<file path="config.mk">
export PLATFORM = sky130hd
export DESIGN_NAME = fetch_unit
export DESIGN_NICKNAME = d
export VERILOG_FILES = /design/src/rtl/fetch_unit.sv
export SDC_FILE = /design/constraint.sdc
export NUM_CORES = 1
export LEC_CHECK = 0
export CAP_MARGIN = 20
export CELL_PAD_IN_SITES_DETAIL_PLACEMENT = 1
export CELL_PAD_IN_SITES_GLOBAL_PLACEMENT = 1
export CORE_MARGIN = 5
export CORE_UTILIZATION = 43
export CTS_BUF_LIST = sky130_fd_sc_hd__clkbuf_8
export CTS_CLUSTER_SIZE = 28
export DETAILED_ROUTE_END_ITERATION = 16
export GPL_TIMING_DRIVEN = 0
export HOLD_SLACK_MARGIN = 0.05
export PLACE_DENSITY_LB_ADDON = 0.3
export SLEW_MARGIN = 20
export SYNTH_ARGS = -nofsm -noshare
export SYNTH_HDL_FRONTEND = slang
export SYNTH_SLANG_ARGS = --single-unit
</file>
<file path="constraint.sdc">
create_clock -name clk -period 3.5 [get_ports clk]
set_clock_uncertainty 0.15 [all_clocks]
set_input_delay 0.875 -clock clk [delete_from_list [all_inputs] [get_ports clk]]
set_output_delay 0.875 -clock clk [all_outputs]
set_load 0.02 [all_outputs]
</file>
<file path="src/rtl/fetch_unit.sv">
// Instruction-fetch front end: PC register with sequential increment and redirect path,
// feeding a FIFO fetch buffer that hands {pc, instr} pairs to decode over valid/ready.
module fetch_unit #(
  parameter int                  PC_WIDTH     = 64,
  parameter int                  INSTR_WIDTH  = 32,
  parameter logic [PC_WIDTH-1:0] RESET_VECTOR = '0,
  parameter int                  STRIDE       = 4,
  parameter int                  FIFO_DEPTH   = 4
) (
  input  logic                          clk,
  input  logic                          rst_n,
  input  logic                          redirect_valid,
  input  logic [PC_WIDTH-1:0]           redirect_target,
  output logic [PC_WIDTH-1:0]           imem_addr,
  input  logic [INSTR_WIDTH-1:0]        imem_rdata,
  output logic                          out_valid,
  input  logic                          out_ready,
  output logic [PC_WIDTH-1:0]           out_pc,
  output logic [INSTR_WIDTH-1:0]        out_instr,
  output logic [$clog2(FIFO_DEPTH):0]   fifo_count,
  output logic                          misalign_err
);

  localparam int                  PTR_W      = $clog2(FIFO_DEPTH);
  localparam int                  CNT_W      = PTR_W + 1;
  localparam logic [CNT_W-1:0]    DEPTH_CNT  = CNT_W'(FIFO_DEPTH);
  localparam logic [PC_WIDTH-1:0] PC_STEP    = PC_WIDTH'(STRIDE);
  localparam logic [PC_WIDTH-1:0] ALIGN_MASK = PC_WIDTH'(STRIDE - 1);

  logic [PC_WIDTH-1:0]    pc;
  logic [PC_WIDTH-1:0]    buf_pc    [FIFO_DEPTH];
  logic [INSTR_WIDTH-1:0] buf_instr [FIFO_DEPTH];
  logic [PTR_W-1:0]       rd_ptr;
  logic [PTR_W-1:0]       wr_ptr;
  logic [CNT_W-1:0]       count;
  logic                   pop;
  logic                   push;
  logic                   target_misaligned;

  assign imem_addr         = pc;
  assign fifo_count        = count;
  assign out_valid         = (count != '0);
  assign pop               = out_valid & out_ready;
  // A full buffer may still accept a fetch when the head leaves in the same cycle.
  assign push              = !misalign_err && !redirect_valid && ((count < DEPTH_CNT) || pop);
  assign target_misaligned = ((redirect_target & ALIGN_MASK) != '0);
  assign out_pc            = out_valid ? buf_pc[rd_ptr]    : '0;
  assign out_instr         = out_valid ? buf_instr[rd_ptr] : '0;

  always_ff @(posedge clk or negedge rst_n) begin
    if (!rst_n) begin
      pc           <= RESET_VECTOR;
      misalign_err <= 1'b0;
    end else if (redirect_valid) begin
      pc           <= redirect_target;
      misalign_err <= target_misaligned;
    end else if (push) begin
      pc           <= pc + PC_STEP;
    end
  end

  // Redirect flushes by resetting both pointers; the head handshake of that cycle still counts.
  always_ff @(posedge clk or negedge rst_n) begin
    if (!rst_n) begin
      rd_ptr <= '0;
      wr_ptr <= '0;
      count  <= '0;
    end else if (redirect_valid) begin
      rd_ptr <= '0;
      wr_ptr <= '0;
      count  <= '0;
    end else begin
      if (push) wr_ptr <= wr_ptr + PTR_W'(1);
      if (pop)  rd_ptr <= rd_ptr + PTR_W'(1);
      if (push && !pop)      count <= count + CNT_W'(1);
      else if (pop && !push) count <= count - CNT_W'(1);
    end
  end

  always_ff @(posedge clk) begin
    if (push) begin
      buf_pc[wr_ptr]    <= pc;
      buf_instr[wr_ptr] <= imem_rdata;
    end
  end

endmodule

</file>
==> results of run 1 <==
through the flow:
step	hold WS, ns	setup WS [ns]
after floorplan	0.410	0.305
after global placement	0.372	-1.49
after detailed placement	0.399	-0.747
after CTS	0.412	-0.124
after global routing	0.438	-0.0255
final	0.395	0.0814
Yosys cell counts, drive strengths merged, types with 15 or more instances:
| master | instances | area (µm²) |
|---|---|---|
| nor2 | 51 | 191 |
| or4 | 18 | 135 |
| mux4 | 96 | 2160 |
| edfxtp | 384 | 11500 |
| nand3 | 27 | 135 |
| nand4 | 32 | 200 |
| or3 | 20 | 125 |
| dfrtp | 72 | 1800 |
| nand2 | 59 | 224 |
| clkbuf | 42 | 158 |
| buf | 15 | 70.1 |
| a31oi | 33 | 206 |
| xor2 | 21 | 184 |
| and2 | 104 | 651 |
| o31ai | 17 | 128 |
| o21ai | 46 | 230 |
what timing repair did:
item	CTS	global route
hold buffers	1	0
pin swaps	1	1
gates resized for setup	341	69
setup endpoints to repair	97	63
gates cloned	3	0
buffers inserted	17	2
endpoints found under the hold margin	30	0
critical path, delay by kind of cell, from the launching register on:
| kind | cells | cell delay (ns) |
|---|---|---|
| simple gates | 1 | 0.22 |
| buf+inv | 3 | 0.59 |
| mux | 1 | 0.51 |
| flops | 1 | 0.45 |
worst min path at each step:
stage	to	cells past startpoint	slack [ns]
floorplan	wr_ptr[1]	2	0.41
CTS	buf_pc[3][1]	0	0.41
detailed placement	buf_pc[3][1]	0	0.40
finish	buf_pc[0][1]	0	0.39
global placement	buf_pc[2][1]	0	0.37
global route	buf_pc[0][1]	0	0.44
cell type report:
| type | instances | share of cell area, % |
|---|---|---|
| flip-flops and latches | 456 | 55.9 |
| multi-input cells | 584 | 21.3 |
| repair buffers | 295 | 11.7 |
| clock buffers | 85 | 4.90 |
| well taps | 585 | 3.07 |
| plain buffers | 53 | 1.79 |
| clock inverters | 57 | 1.21 |
| inverters | 12 | 0.189 |
| diodes | 1 | 0.0105 |
power groups by stage:
stage	Combinational (µW)	Sequential, µW	Clock [µW]
2_1_floorplan	3150	6520	0
3_3_place_gp	5900	6490	0
3_5_place_dp	5960	6500	0
4_1_cts	6130	6410	4650
5_1_grt	6350	6430	4960
6_report	5940	6400	4520
kinds of logic after synthesis:
logic type / Yosys count
adder cells (fa/ha/maj): 6
multiplexers: 100
AO/OA/AOI/OAI: 100
AND/OR/NAND/NOR: 345
XOR/XNOR: 33
buffers and inverters: 69
flip-flops: 456
registers in the layout (all words and copies together), names as in the netlist:
name / cells
imem_addr: 64
wr_ptr: 2
rd_ptr: 2
fifo_count: 3
misalign_err: 1
buf_instr: 128
buf_pc: 256
metal layers:
layer | track usage, % | part of all wire (%) | vias up
met5 | 0 | 0.054 | -
met4 | 5.95 | 1.8 | 4
met3 | 4.65 | 5.8 | 73
met2 | 36.1 | 50 | 362
met1 | 29.6 | 43 | 6096
li1 | - | - | 5134
==> metrics.md, run 1 <==
| Metric | Value |
|---|---|
| Area added between synthesis and finish | `27.9%` |
| Via total after detailed routing | `11.7k` |
| Iter 0 DRT Violations | `between 700 and 800` |
| Final wirelength | `around 52000 µm` |
| Cell chosen for the clock root | `sky130_fd_sc_hd__clkbuf_8` |
| Post-synth EDFFs | `384` |
| Fraction of the mapped netlist area in compound gates | `~3.2%` |
| Distinct cell type count of the synthesized netlist | `37` |
| Remaining max-slew budget at the tightest pin | `34.3%` |
| Final layout net count | `between 1.5k and 2k` |
| Worst Path Arrival | `roughly 2.4 ns` |
| Category of the worst setup path launch point | `flip-flop` |
| Biggest cell delay along the critical path | `between 0.5 and 0.6 ns` |
| Antenna violations before repair | `3` |
| Part of the total power dissipated in sequential elements | `38.0%` |
| Number of cells in the finished layout apart from fillers | `2128` |
| Fraction of final layout cells sized beyond drive strength 1 | `a little under a quarter` |
| Cells traversed along the worst timing path | `buf_12, buf_12, mux4_2, and2_1, clkdlybuf4s15_2` |
| Clock share of power | `26.8%` |
| Capture point of the worst reg-to-reg path | `imem_addr[61]` |
| Half-perimeter wire length after placement | `approximately 34000 µm` |
| Area occupied by multi-input gates | `0.00508 mm²` |
| Post-route core utilization | `55.5%` |
| Mux contribution to synthesized area | `11.8%` |
| Type of destination of the critical path | `output pin` |
| Post-layout min period | `3.42 ns` |
| Area of the die | `0.0477 mm²` |
| Count of cells along the worst register-to-register path | `7` |
| H-tree depth | `3` |
| Placeable core region | `0.0430 mm²` |
| Number of fill cells | `between 4k and 5k` |
| Synth Area in Adders | `0.442%` |
| Dominant synthesized flop cell | `sky130_fd_sc_hd__edfxtp_1` |
| Total power per unit cell area | `between 700 and 800 mW/mm²` |
| Final instance area | `0.0239 mm²` |
| Max capacitance violation total | `0` |
| Average wire length per cell after detail routing | `24.5 µm` |
| Cell Count Post-Placement | `~2.0k` |
| Number of register bits inferred by synthesis | `456` |
| Xor and xnor area share after synthesis | `1.55%` |
| Capture point of the worst path | `out_pc[30]` |
| Area occupied by registers | `0.0133 mm²` |
| Mapped Area | `0.0187 mm²` |
| Main combinational cell family by area after synthesis | `multiplexers` |
| Highest clock rate | `293 MHz` |
| Worst setup path startpoint | `rd_ptr[0]` |
| Number of sinks handled by clock tree synthesis | `456` |
| RD Place Congestion | `0.761` |
| Post-synthesis instance total | `1109` |
| Pin count of the biggest net entering global routing | `44` |
| Worst hold path class | `reg2reg` |
| Leakage component of the power | `between 0.008 and 0.009 µW` |
| Final total power | `roughly 17000 µW` |
| GRT Overall Usage | `21.8%` |
| Status | `complete, no violations` |
| Unrepaired setup endpoints after global routing | `true` |
| Data required time of the worst path | `2.47 ns` |
| Count of pins on the block boundary | `265` |
| Number of setup violations in the final report | `0` |
| Starting Density | `43.4%` |
| Aggregate negative setup slack | `0 ns` |
| Number of port buffers | `263` |
| Portion of the post-synthesis area used by sequential elements | `71.4%` |
| Category of the critical setup timing path | `reg2out` |
| Grt ovf | `0` |
| Reg-to-reg setup timing slack | `around 0.42 ns` |
| Floorplan row count | `between 70 and 80` |
| Start point of the worst hold path | `imem_addr[1]` |
| Switching power | `5590 µW` |
| Global-route wire length before repair | `approximately 80000 µm` |
| Die H | `between 200 and 250 µm` |
| X dimension of the die | `218 µm` |
| Reg-to-reg critical path startpoint | `imem_addr[14]` |
| Master of the slowest instance on the critical path | `sky130_fd_sc_hd__mux4_2` |
| Final Hold Viols | `0` |
| Reg clk slew, reported paths | `0.06 ns` |
| Net switching fraction of the power | `roughly 33%` |
| Max rail drop VDD | `341 µV` |
| Number of nets with antenna violations after routing | `0` |
| Most common cell after layout, fill and taps aside | `sky130_fd_sc_hd__edfxtp_1` |
| Pint | `11300 µW` |
| Maximum clock path buffer count | `3` |
| Commonest non-fill, non-tap cells in the layout | `384 x sky130_fd_sc_hd__edfxtp_1, 166 x sky130_fd_sc_hd__clkdlybuf4s50_1, 98 x sky130_fd_sc_hd__and2_1` |
| YS warnings | `0` |
| Number of global-route vias before repair | `12.6k` |
| Number of pins with negative max-slew slack in the final report | `0` |
| DR pass1 iterations | `5` |
| Slew @ Worst Pin | `between 0.9 and 1 ns` |
| Final clock period utilization by the worst path | `97.7%` |
| Worst skew pair latency | `~0.63 ns` |
| Avg Cell Area, Syn | `around 17 µm²` |
| Synthesized net count | `1215` |
| Clock tree from TritonCTS | `yes` |
| Most prevalent standard cell on the critical path | `sky130_fd_sc_hd__buf_12` |
| Simple logic cell fraction of the synthesized area | `10.2%` |
| Placement-stage cell area | `~0.022 mm²` |
| Post-route DRC violation count | `0` |
| Async set-reset flop share out of synthesis | `15.8%` |
| CP max FO | `10` |
| Proportion of power drawn by combinational gates | `35.2%` |
| Drt via density | `approximately 5.5` |
| Number of CTS-inserted buffers | `78` |
Power figures use the tool's default switching activity.
==> run 2, diff against run 1 <==
- CORE_ASPECT_RATIO: unset -> 1.2
==> run 2 against run 1 <==
Compared with the run above:
- first-iteration DRC count fell by 8.9%
- largest cell class unchanged
- design area fell by 1.0%
- register-to-register slack got worse by 0.06 ns
- sequential power barely moved
- clock-buffer cell count fell by 7
- worst hold slack improved by 0.0065 ns
- sequential share of layout area rose by 0.61 points
- worst setup slack got worse by 0.0083 ns
- total power fell by 2.9%
- critical path depth rose by 1
- combinational power fell by 3%
==> metrics.md, run 2 (synthesis gave the netlist of run 1 again) <==
| Metric | Value |
|---|---|
| Status | `complete, no violations` |
| Antenna violations before repair | `2 (-1)` |
| Type of destination of the critical path | `output pin` |
| Post-route core utilization | `55.1% (-0.47 points)` |
| Half-perimeter wire length after placement | `34800 µm (+1.3%)` |
| Final hold slack | `0.401 ns (+0.00655 ns)` |
| Cells traversed along the worst timing path | `buf_4, buf_12, buf_12, mux4_2, and2_1, buf_2` |
| Via total after detailed routing | `11.6k (-0.91%)` |
| Max capacitance violation total | `0 (unchanged)` |
| Post-layout worst setup margin | `0.0731 ns (-0.00829 ns)` |
| Data required time of the worst path | `2.47 ns (about the same)` |
| H-tree depth | `3 (unchanged)` |
| CP max FO | `10 (unchanged)` |
| Drt via density | `5.58 (+1.7%)` |
| Grt ovf | `0 (unchanged)` |
| Cell chosen for the clock root | `sky130_fd_sc_hd__clkbuf_8` |
| Pin count of the biggest net entering global routing | `48 (+9.1%)` |
| Reg clk slew, reported paths | `0.06 ns (about the same)` |
| Number of pins with negative max-slew slack in the final report | `0 (unchanged)` |
| Slew @ Worst Pin | `1.09 ns (+0.108 ns)` |
| DR pass1 iterations | `4 (-1)` |
| Fraction of final layout cells sized beyond drive strength 1 | `22.4% (-0.33 points)` |
| Register with the most flip-flops | `buf_pc` |
| Area added between synthesis and finish | `26.5%` |
| Number of fill cells | `4097 (-0.78%)` |
| Leakage component of the power | `0.00807 µW (-0.81%)` |
| Area of the die | `0.0477 mm² (about the same)` |
| Placement-stage cell area | `0.0222 mm² (about the same)` |
| Master of the slowest instance on the critical path | `sky130_fd_sc_hd__mux4_2` |
| Category of the worst setup path launch point | `flip-flop` |
| Biggest cell delay along the critical path | `0.55 ns (+0.04 ns)` |
| Most common cell after layout, fill and taps aside | `sky130_fd_sc_hd__edfxtp_1` |
| Average wire length per cell after detail routing | `24.8 µm (+1.2%)` |
| Final layout net count | `1578 (-0.50%)` |
| Worst hold path class | `reg2reg` |
| RD Place Congestion | `0.775 (+1.8%)` |
| Family with the most delay on the worst path | `buffers and inverters` |
| Number of CTS-inserted buffers | `74 (-5.1%)` |
| Worst skew pair latency | `0.64 ns (about the same)` |
| Placeable core region | `0.0429 mm² (-0.21%)` |
| X dimension of the die | `200 µm (-8.3%)` |
| Number of nets with antenna violations after routing | `0 (unchanged)` |
| Final clock period utilization by the worst path | `97.9% (+0.24 points)` |
| Post-Place Worst Slack | `-0.808 ns (-0.0611 ns)` |
| GRT Overall Usage | `21.5% (-0.31 points)` |
| Category of the critical setup timing path | `reg2out` |
| Total power per unit cell area | `693 mW/mm² (-1.9%)` |
| Global-route wire length before repair | `78300 µm (about the same)` |
| Final wirelength | `51300 µm (-1.5%)` |
| Count of pins on the block boundary | `265 (unchanged)` |
| Remaining max-slew budget at the tightest pin | `27.0% (-7.3 points)` |
| Final Hold Viols | `0 (unchanged)` |
| Number of global-route vias before repair | `12.6k (-0.29%)` |
| Starting Density | `43.5% (+0.092 points)` |
| Number of sinks handled by clock tree synthesis | `456 (unchanged)` |
| Iter 0 DRT Violations | `704 (-8.9%)` |
| Post-layout min period | `3.43 ns (+0.00829 ns)` |
| Max rail drop VDD | `393 µV (+15%)` |
| Post-route DRC violation count | `0 (unchanged)` |
| Maximum clock path buffer count | `3 (unchanged)` |
| Number of port buffers | `263 (unchanged)` |
| Die H | `238 µm (+9.1%)` |
| Highest clock rate | `292 MHz (-0.24%)` |
| Number of setup violations in the final report | `0 (unchanged)` |
| Most prevalent standard cell on the critical path | `sky130_fd_sc_hd__buf_12` |
| Worst Path Arrival | `2.40 ns (about the same)` |
| Floorplan row count | `83 (+9.2%)` |
| Number of flip-flops under the largest register name | `256 (unchanged)` |
| Clock tree from TritonCTS | `yes` |
| Count of buffer and inverter cells on the critical path | `4 (+1)` |
| Commonest non-fill, non-tap cells in the layout | `384 x sky130_fd_sc_hd__edfxtp_1, 165 x sky130_fd_sc_hd__clkdlybuf4s50_1, 97 x sky130_fd_sc_hd__and2_1` |
| Final instance area | `0.0236 mm² (-1.0%)` |
| Unrepaired setup endpoints after global routing | `true` |
[run 2: changes by cell type in the layout (fill, tap and decap cells not counted), moves of 2 or more]
cell	before	now
sky130_fd_sc_hd__clkbuf_8	88	81
sky130_fd_sc_hd__inv_1	32	39
sky130_fd_sc_hd__clkinv_1	23	10
sky130_fd_sc_hd__buf_2	47	60
sky130_fd_sc_hd__dfrtp_4	0	2
sky130_fd_sc_hd__dlygate4sd2_1	3	11
sky130_fd_sc_hd__clkdlybuf4s15_1	16	4
sky130_fd_sc_hd__clkdlybuf4s15_2	7	10
sky130_fd_sc_hd__clkbuf_2	32	21
sky130_fd_sc_hd__clkinv_2	8	4
sky130_fd_sc_hd__dfrtp_2	3	1
sky130_fd_sc_hd__buf_12	17	10
[run 2: power breakdown]
group          total (µW)  internal (µW)  switching (µW)
combinational        5750           2670            3090
sequential           6410           6150             262
clock                4210           2190            2030
[run 2: metrics by stage]
stage                     TNS [ns]  instances  total power, µW
after detailed placement   -105.31       1933            12400
after floorplan                  0       1109             9670
after global routing       -0.0692       2073            17200
after global placement     -742.27       1924            12300
after CTS                   -0.333       2070            16600
final                            0       2073            16400
[run 2: final cells by class]
cell class | instances | area, µm² | area share [%]
Tap cell | 552 | 691 | 2.92
Clock buffer | 78 | 1070 | 4.54
Timing Repair Buffer | 290 | 2720 | 11.5
Multi-Input combinational cell | 584 | 5090 | 21.5
Clock inverter | 46 | 238 | 1.01
Inverter | 12 | 45.0 | 0.191
Sequential cell | 456 | 13300 | 56.5
Antenna cell | 1 | 2.50 | 0.0106
Buffer | 54 | 429 | 1.82
[run 2: path summary, 6_finish.rpt]
kind	from	cells past startpoint	slack, ns	to
min in group asynchronous	rst_n	2	0.58	imem_addr[21]
worst max-delay path	rd_ptr[0]	6	0.07	out_pc[46]
worst min register to register	imem_addr[0]	0	0.40	buf_pc[1][0]
worst min-delay path	imem_addr[0]	0	0.40	buf_pc[1][0]
max in group asynchronous	rst_n	3	2.02	imem_addr[42]
worst max register to register	imem_addr[3]	7	0.36	imem_addr[46]
[run 2: repair_timing]
item | CTS | global route
endpoints found under the setup margin | 97 | 48
endpoints found under the hold margin | 25 | 0
hold buffers | 1 | 0
pin swaps | 0 | 1
gates resized for setup | 382 | 42
cloned | 1 | 0
buffers inserted | 13 | 3
[run 2: metal layers]
layer | vias up | part of all wire [%] | wire (µm) | global-route usage [%]
met5 | - | 0 | 0 | 0
met4 | 0 | 2.0 | 1040 | 6.51
met3 | 57 | 5.3 | 2700 | 4.06
met2 | 344 | 52 | 26500 | 37.2
met1 | 6065 | 41 | 21100 | 28.0
li1 | 5097 | - | - | -
==> run 3, diff against run 2 <==
- SETUP_SLACK_MARGIN: unset -> 0.5
==> run 3 against run 2 <==
Compared with the run above:
- clock-buffer cell count is the same
- clock power about the same
- core utilization up 3.1 points
- fmax shrank 0.47%
- worst setup slack lost 0.016 ns
- die area unchanged
- total power grew 14%
- routed wire length up 4.8%
- register-to-register slack improved by 0.32 ns
- highest routed layer unchanged
==> metrics.md, run 3 (synthesis gave the netlist of run 1 again) <==
| Metric | Value |
|---|---|
| Status | `complete, no violations` |
| Biggest cell delay along the critical path | `0.55 ns (about the same)` |
| Cell chosen for the clock root | `sky130_fd_sc_hd__clkbuf_8` |
| Number of pins with negative max-slew slack in the final report | `0 (unchanged)` |
| Proportion of power drawn by combinational gates | `43.0% (+7.9 points)` |
| Part of the total power dissipated in sequential elements | `34.3% (-4.8 points)` |
| DR pass1 iterations | `5 (+1)` |
| Master of the slowest instance on the critical path | `sky130_fd_sc_hd__mux4_2` |
| Final layout net count | `1616 (+2.4%)` |
| Area of the die | `0.0477 mm² (unchanged)` |
| Clock share of power | `22.7% (-3.0 points)` |
| Count of buffer and inverter cells on the critical path | `3 (-1)` |
| Number of nets with antenna violations after routing | `0 (unchanged)` |
| Max capacitance violation total | `0 (unchanged)` |
| X dimension of the die | `200 µm (unchanged)` |
| Reg clk slew, reported paths | `0.06 ns (about the same)` |
| Final hold slack | `0.403 ns (+0.00166 ns)` |
| Number of cells in the finished layout apart from fillers | `2112 (+1.9%)` |
| Grt ovf | `0 (unchanged)` |
| Placeable core region | `0.0429 mm² (unchanged)` |
| Iter 0 DRT Violations | `667 (-5.3%)` |
| Final Hold Viols | `0 (unchanged)` |
| Category of the critical setup timing path | `reg2out` |
| Number of setup violations in the final report | `0 (unchanged)` |
| Type of destination of the critical path | `output pin` |
| Area added between synthesis and finish | `33.6%` |
| Drt via density | `5.60 (+0.42%)` |
| Number of CTS-inserted buffers | `74 (unchanged)` |
| Family with the most delay on the worst path | `buffers and inverters` |
| Count of pins on the block boundary | `265 (unchanged)` |
| Half-perimeter wire length after placement | `34800 µm (unchanged)` |
| Number of flip-flops under the largest register name | `256 (unchanged)` |
| Final total power | `18600 µW (+14%)` |
| H-tree depth | `3 (unchanged)` |
| Pint | `12800 µW (+16%)` |
| Number of sinks handled by clock tree synthesis | `456 (unchanged)` |
| Fraction of final layout cells sized beyond drive strength 1 | `30.9% (+8.6 points)` |
| Global-route wire length before repair | `80100 µm (+2.2%)` |
| Post-layout worst setup margin | `0.0568 ns (-0.0163 ns)` |
| Post-route DRC violation count | `0 (unchanged)` |
| Cell Count Post-Placement | `1933 (unchanged)` |
| Die H | `238 µm (unchanged)` |
| Clock tree from TritonCTS | `yes` |
| Commonest non-fill, non-tap cells in the layout | `384 x sky130_fd_sc_hd__edfxtp_1, 162 x sky130_fd_sc_hd__clkdlybuf4s50_1, 96 x sky130_fd_sc_hd__mux4_2` |
| Most common cell after layout, fill and taps aside | `sky130_fd_sc_hd__edfxtp_1` |
| Data required time of the worst path | `2.47 ns (about the same)` |
| Maximum clock path buffer count | `3 (unchanged)` |
| Unrepaired setup endpoints after global routing | `true` |
| Switching power | `5860 µW (+9.1%)` |
| Slew @ Worst Pin | `0.761 ns (-0.330 ns)` |
| Max rail drop VDD | `475 µV (+21%)` |
| RD Place Congestion | `0.775 (unchanged)` |
| Floorplan row count | `83 (unchanged)` |
| Starting Density | `43.5% (unchanged)` |
| Final clock period utilization by the worst path | `98.4% (+0.47 points)` |
| Worst skew pair latency | `0.65 ns (about the same)` |
| Via total after detailed routing | `11.8k (+2.3%)` |
| Average wire length per cell after detail routing | `25.5 µm (+2.8%)` |
| Cells traversed along the worst timing path | `clkbuf_16, buf_12, mux4_2, and2_1, clkdlybuf4s15_1` |
| Post-layout min period | `3.44 ns (+0.0163 ns)` |
| Remaining max-slew budget at the tightest pin | `48.8% (+22 points)` |
| Worst hold path class | `reg2reg` |
| Pin count of the biggest net entering global routing | `48 (unchanged)` |
| Final wirelength | `53800 µm (+4.8%)` |
| Leakage component of the power | `0.00864 µW (+7.0%)` |
| Net switching fraction of the power | `31.5% (-1.3 points)` |
| Number of port buffers | `263 (unchanged)` |
| Final instance area | `0.0249 mm² (+5.6%)` |
| Antenna violations before repair | `1 (-1)` |
| Register with the most flip-flops | `buf_pc` |
| Category of the worst setup path launch point | `flip-flop` |
| Highest clock rate | `290 MHz (-0.47%)` |
| CP max FO | `10 (unchanged)` |
| Worst Path Arrival | `2.42 ns (+0.02 ns)` |
| Number of global-route vias before repair | `12.8k (+1.4%)` |
| GRT Overall Usage | `22.1% (+0.57 points)` |
| Placement-stage cell area | `0.0222 mm² (unchanged)` |
| Post-Place Worst Slack | `-0.808 ns (unchanged)` |
| Total power per unit cell area | `746 mW/mm² (+7.7%)` |
==> run 3: cell type report <==
type | count | area [µm²]
multi-input combinational | 585 | 5330
inverter | 12 | 45.0
clock buffer | 78 | 1070
timing repair buffer | 324 | 3610
antenna | 2 | 5.00
fill | 3982 | 17900
buffer | 57 | 599
sequential | 456 | 13300
tap | 552 | 691
clock inverter | 46 | 238
==> run 3: power by group through the flow <==
stage	registers, µW	clock network (µW)	logic [µW]
after detailed placement	6500	0	5920
after floorplan	6520	0	3150
after global routing	6410	4630	8450
after global placement	6490	0	5820
final	6390	4230	8000
after CTS	6380	4320	7280
==> run 3: final timing paths <==
kind | end | depth (start not counted) | slack (ns) | startpoint
min in group asynchronous | imem_addr[21] | 2 | 0.57 | rst_n
min reg2reg | buf_pc[1][0] | 0 | 0.40 | imem_addr[0]
max in group asynchronous | imem_addr[54] | 3 | 2.02 | rst_n
max | out_pc[46] | 5 | 0.06 | rd_ptr[0]
max reg2reg | imem_addr[56] | 5 | 0.68 | imem_addr[34]
min | buf_pc[1][0] | 0 | 0.40 | imem_addr[0]
==> run 3: layer usage <==
layer  wire length [µm]  up-vias  GRT usage (%)
met2              28100      340           38.5
li1                   -     5184              -
met4                941        0           6.84
met5                  0        -              0
met1              22200     6257           28.6
met3               2540       49           3.96
==> run 3: timing repair <==
item                                   in CTS  in global routing
endpoints found under the hold margin      25                  0
cloned                                      6                  3
pin swaps                                  31                 28
resized for setup                         557                207
setup endpoints to repair                 224                407
hold buffers                                1                  0
buffers inserted                           27                 16
==> run 3: per-stage QoR <==
step / TNS [ns] / utilization, %
after floorplan: 0 / -
after global placement: -742.27 / 51.3
after detailed placement: -105.31 / 51.9
after CTS: 0 / 57.0
after global routing: -0.0226 / 58.1
final: 0 / 58.2
